**src/rtl/rx_frame_controller.sv**
```systemverilog
// rx_frame_controller: SOF-driven frame acquisition/tracking with flywheel ride-through.
// Optional frame statistics counters are built when RX_FRAME_STATS_EN is defined.
module rx_frame_controller #(
  parameter int FRAME_SYMS   = 63,
  parameter int VERIFY_COUNT = 2,
  parameter int MISS_LIMIT   = 3,
  parameter int GAP_TIMEOUT  = 2048
) (
  input  logic        clk,
  input  logic        rst,
  input  logic        sof_pulse,
  input  logic        sym_valid,
  input  logic [1:0]  sym_data,
  output logic        out_valid,
  output logic [1:0]  out_data,
  output logic        frame_start,
  output logic        frame_end,
  output logic        locked,
  output logic [1:0]  state,
  output logic        sof_spurious,
  output logic [15:0] frames_ok,
  output logic [15:0] frames_lost
);
  localparam int IW = $clog2(FRAME_SYMS);
  localparam int TW = $clog2(GAP_TIMEOUT);
  localparam int HW = $clog2(VERIFY_COUNT + 1);
  localparam int MW = $clog2(MISS_LIMIT + 1);
  typedef enum logic [1:0] {HUNT, VERIFY, LOCKED, FLYWHEEL} state_t;
  state_t st;
  logic gap;
  logic [IW-1:0] idx;
  logic [TW-1:0] tmr;
  logic [HW-1:0] hits;
  logic [MW-1:0] misses, miss_n;
  logic trk, last_sym, tmo, fwd;
  assign trk      = st == LOCKED || st == FLYWHEEL;
  assign last_sym = idx == IW'(FRAME_SYMS - 1);
  assign tmo      = tmr == TW'(GAP_TIMEOUT - 1);
  assign fwd      = trk && !gap && sym_valid;
  assign miss_n   = st == LOCKED ? MW'(1) : misses + MW'(1);
  assign locked   = trk;
  assign state    = st;
  always_ff @(posedge clk or posedge rst)
    if (rst) begin
      st           <= HUNT;
      gap          <= 1'b0;
      idx          <= '0;
      tmr          <= '0;
      hits         <= '0;
      misses       <= '0;
      out_valid    <= 1'b0;
      out_data     <= '0;
      frame_start  <= 1'b0;
      frame_end    <= 1'b0;
      sof_spurious <= 1'b0;
    end else begin
      out_valid    <= fwd;
      out_data     <= fwd ? sym_data : '0;
      frame_start  <= fwd && idx == '0;
      frame_end    <= fwd && last_sym;
      sof_spurious <= trk && !gap && sof_pulse;
      if (st == HUNT) begin
        if (sof_pulse) begin
          st   <= VERIFY;
          gap  <= 1'b0;
          idx  <= '0;
          hits <= '0;
        end
      end else if (!gap) begin
        // a SOF inside a VERIFY payload means our candidate timing was wrong
        if (st == VERIFY && sof_pulse) begin
          idx  <= '0;
          hits <= '0;
        end else if (sym_valid) begin
          gap <= last_sym;
          idx <= last_sym ? idx : idx + IW'(1);
          tmr <= '0;
        end
      end else if (sof_pulse) begin
        gap    <= 1'b0;
        idx    <= '0;
        misses <= '0;
        hits   <= st == VERIFY ? hits + HW'(1) : hits;
        st     <= (st == VERIFY && hits != HW'(VERIFY_COUNT - 1)) ? VERIFY : LOCKED;
      end else if (tmo) begin
        gap    <= 1'b0;
        idx    <= '0;
        misses <= st == VERIFY ? misses : miss_n;
        st     <= (st == VERIFY || miss_n == MW'(MISS_LIMIT)) ? HUNT : FLYWHEEL;
      end else
        tmr <= tmr + TW'(1);
    end
`ifdef RX_FRAME_STATS_EN
  logic hit_trk, miss_trk;
  assign hit_trk  = trk && gap && sof_pulse;
  assign miss_trk = trk && gap && !sof_pulse && tmo;
  always_ff @(posedge clk or posedge rst)
    if (rst) begin
      frames_ok   <= '0;
      frames_lost <= '0;
    end else begin
      frames_ok   <= (hit_trk && frames_ok != 16'hFFFF) ? frames_ok + 16'd1 : frames_ok;
      frames_lost <= (miss_trk && frames_lost != 16'hFFFF) ? frames_lost + 16'd1 : frames_lost;
    end
`else
  assign frames_ok   = '0;
  assign frames_lost = '0;
`endif
endmodule

```
**config.mk**
```make
export PLATFORM = sky130hd
export DESIGN_NAME = rx_frame_controller
export DESIGN_NICKNAME = d
export VERILOG_FILES = /design/src/rtl/rx_frame_controller.sv
export SDC_FILE = /design/constraint.sdc
export NUM_CORES = 1
export LEC_CHECK = 0
export BUFFER_PORTS_ARGS = -buffer_cell sky130_fd_sc_hd__buf_4
export CORE_UTILIZATION = 48
export CTS_CLUSTER_SIZE = 12
export DETAILED_ROUTE_END_ITERATION = 10
export GPL_TIMING_DRIVEN = 0
export HOLD_SLACK_MARGIN = 0.02
export PLACE_DENSITY_LB_ADDON = 0.05
export SYNTH_ARGS = -nofsm -noshare
export SYNTH_HDL_FRONTEND = slang
export SYNTH_SLANG_ARGS = --single-unit
export TNS_END_PERCENT = 50
```
**constraint.sdc**
```tcl
create_clock -name clk -period 1.5 [get_ports clk]
set_input_delay 0 -clock clk [delete_from_list [all_inputs] [get_ports clk]]
set_output_delay 0 -clock clk [all_outputs]
set_load 0.01 [all_outputs]
```
==> out/qor.txt <==
Non-Filler Instances -> 329
Worst EP arrival -> 1650 ps
WP data required -> 1660 ps
Post-Route WL -> 4182 um
chip width -> 65.59 um
layout cell share with drive strength beyond 1 -> 0.3488
initial DRC count -> 118
row cnt -> 22
port bufs -> 13
final count of pins violating max slew -> 0
clk_lat worst skew -> 300 ps
DP Wirelength -> 2707 um
Synth cell types -> 49
Sequential Area -> 753.2 um^2
number of synthesized flops with an enable pin -> 0
Cells after Synth -> 215
Max clock buf depth -> 2
Fill cells -> 308
Die Area -> 4301 um^2
maximum VDD drop -> 0.5334 mV
via total after detailed routing -> 1669
CP Launch Type -> register
# diodes -> 0
pre-CTS setup slack -> -201.9 ps
CP Max Fanout -> 6
TritonCTS clock tree -> done
final hold viol count -> 0
largest net degree at the start of global routing -> 31
final worst slack -> 14.00 ps
Leakage -> 1.233 nW
Initial Util -> 0.5146
# nets final -> 291
ANT nets after route -> 0
die height -> 65.59 um
YS warnings -> 0
endpoints failing setup -> 0
min Tclk post-route -> 1486 ps
DRC Markers -> 0
number of global-route vias before repair -> 1493
Crit Path Class -> register to register
dominant synthesized flop cell -> dfrtp_1
multi-input logic area -> 1079 um^2
Seq/Total Area, Yosys -> 0.3868
Crit. End Element -> register
Final Skew -> 11.07 ps
CTS Sinks -> 30
Final Cycle Share -> 0.9907
initial antenna violation count -> 0
class of the worst hold path -> primary input to register
clk slew on worst S/H paths -> 60 ps
P per Cell Area -> 839.5 nW/um^2
max_cap viols -> 0
first-pass GRT wire length -> 6637 um
DR WL/cell -> 12.71 um
Root Driver -> clkbuf_8
run status -> finished, final reports clean
Ports -> 47
area added between synthesis and finish -> 32.82%
f_max -> 672.9 MHz
post-synthesis average cell area -> 9.026 um^2
number of CTS-inserted buffers -> 5
FF+latch count, synth -> 30
Async S/R FF share, synth -> 1.000
Placer Congestion -> 0.8460
total grt overflow -> 0
CORE AREA -> 3771 um^2
Synth Cell Area -> 1941 um^2
placed cell count -> 307
Vias/cell -> 5.073
H-tree depth -> 2
Global Route Usage Sum -> 0.2081
DRT Pass-1 Iters -> 4
RSZ-0062 raised after global routing -> true
[cell type report]
| cell class | instances | share of cell area |
|---|---|---|
| Inverter | 15 | 0.02330 |
| Timing Repair Buffer | 28 | 0.09369 |
| Clock buffer | 5 | 0.02670 |
| Sequential cell | 30 | 0.2922 |
| Tap cell | 48 | 0.02330 |
| Clock inverter | 3 | 0.01553 |
| Multi-Input combinational cell | 162 | 0.4184 |
| Buffer | 38 | 0.1068 |
[through the flow]
step,hold WS [ps],setup TNS (ps),total power [mW],utilization,instance area [um^2]
6_report,70.03,0,2.164,0.6835,2577
5_1_grt,84.90,-247.1,2.288,0.6835,2577
4_1_cts,48.05,-322.0,2.140,0.6486,2446
3_5_place_dp,211.8,-2164,1.311,0.5902,2226
3_3_place_gp,211.6,-2049,1.306,0.5902,2226
2_1_floorplan,90.81,0,1.233,-,2068
[synth_stat cells, types with 6 or more instances]
| library cell | number | area [um^2] |
|---|---|---|
| a21oi_1 | 13 | 65.06 |
| a31oi_1 | 7 | 43.79 |
| and3_1 | 6 | 37.54 |
| buf_4 | 34 | 255.2 |
| dfrtp_1 | 30 | 750.7 |
| inv_1 | 15 | 56.30 |
| nand2_1 | 13 | 48.80 |
| nand3_1 | 12 | 60.06 |
| nor2_1 | 9 | 33.78 |
| nor3_1 | 6 | 30.03 |
| o21ai_0 | 11 | 55.05 |
[cell usage in the layout, fill, tap and decap left out, types with 5 or more instances in the layout]
cell type | netlist | layout
clkbuf_8 | 0 | 5
nand2b_1 | 5 | 5
dfrtp_1 | 30 | 28
buf_4 | 34 | 55
conb_1 | 1 | 32
a21oi_1 | 13 | 13
a31oi_1 | 7 | 7
nor2_1 | 9 | 7
inv_1 | 15 | 14
nand2_1 | 13 | 12
nor3_1 | 6 | 6
o21ai_0 | 11 | 8
nand3_1 | 12 | 10
[state kept, by name, summed over array words and instances (netlist names), 2 cells and up]
signal / flops
tmr: 11
idx: 6
hits: 2
misses: 2
out_data: 2
state: 2
[report_power, final]
| part | leakage [nW] | internal [mW] | switching [mW] |
|---|---|---|---|
| logic | 0.787 | 0.201 | 0.207 |
| clock network | 0.0579 | 0.488 | 0.325 |
| registers | 0.388 | 0.881 | 0.0623 |
[routing by layer]
| metal | routed length, um | GRT usage | vias to the layer above |
|---|---|---|---|
| met5 | 0 | 0 | - |
| met4 | 86 | 0.1196 | 0 |
| met3 | 236 | 0.04861 | 10 |
| met2 | 1998 | 0.3247 | 56 |
| met1 | 1860 | 0.2618 | 778 |
| li1 | - | - | 825 |
[final timing paths]
kind                            end  cells after the start  slack [ps]       from
setup / recovery             tmr[3]                      5          10     tmr[1]
hold / removal             state[1]                      3          70  sof_pulse
setup reg to reg             tmr[3]                      5          10     tmr[1]
hold reg to reg             hits[0]                      1         500    hits[0]
max in group asynchronous       gap                      4         800        rst
min in group asynchronous   hits[0]                      3         240        rst
[critical path: stages, from the launching register on]
cell and delay [ps]:
dfrtp_1 420, ha_4 190, and3_4 200, and3_4 210, o21ai_4 220, a31oi_1 120
[kinds of logic after synthesis]
logic type / Yosys count / share of synthesized area
multiplexers: 3 / 0.01547
adder cells (fa/ha/maj): 5 / 0.03224
buffers and inverters: 54 / 0.1715
flip-flops: 30 / 0.3868
AND/OR/NAND/NOR: 67 / 0.1980
other: 1 / 0.001932
AO/OA/AOI/OAI: 55 / 0.1941
[repair_timing]
action | in CTS | in global routing
endpoints found under the hold margin | 2 | 6
setup endpoints to repair | 17 | 18
resized for setup | 9 | 17
hold buffers | 2 | 1
buffers inserted | 7 | 4
pin swaps | 10 | 12
Power figures use the tool's default switching activity.
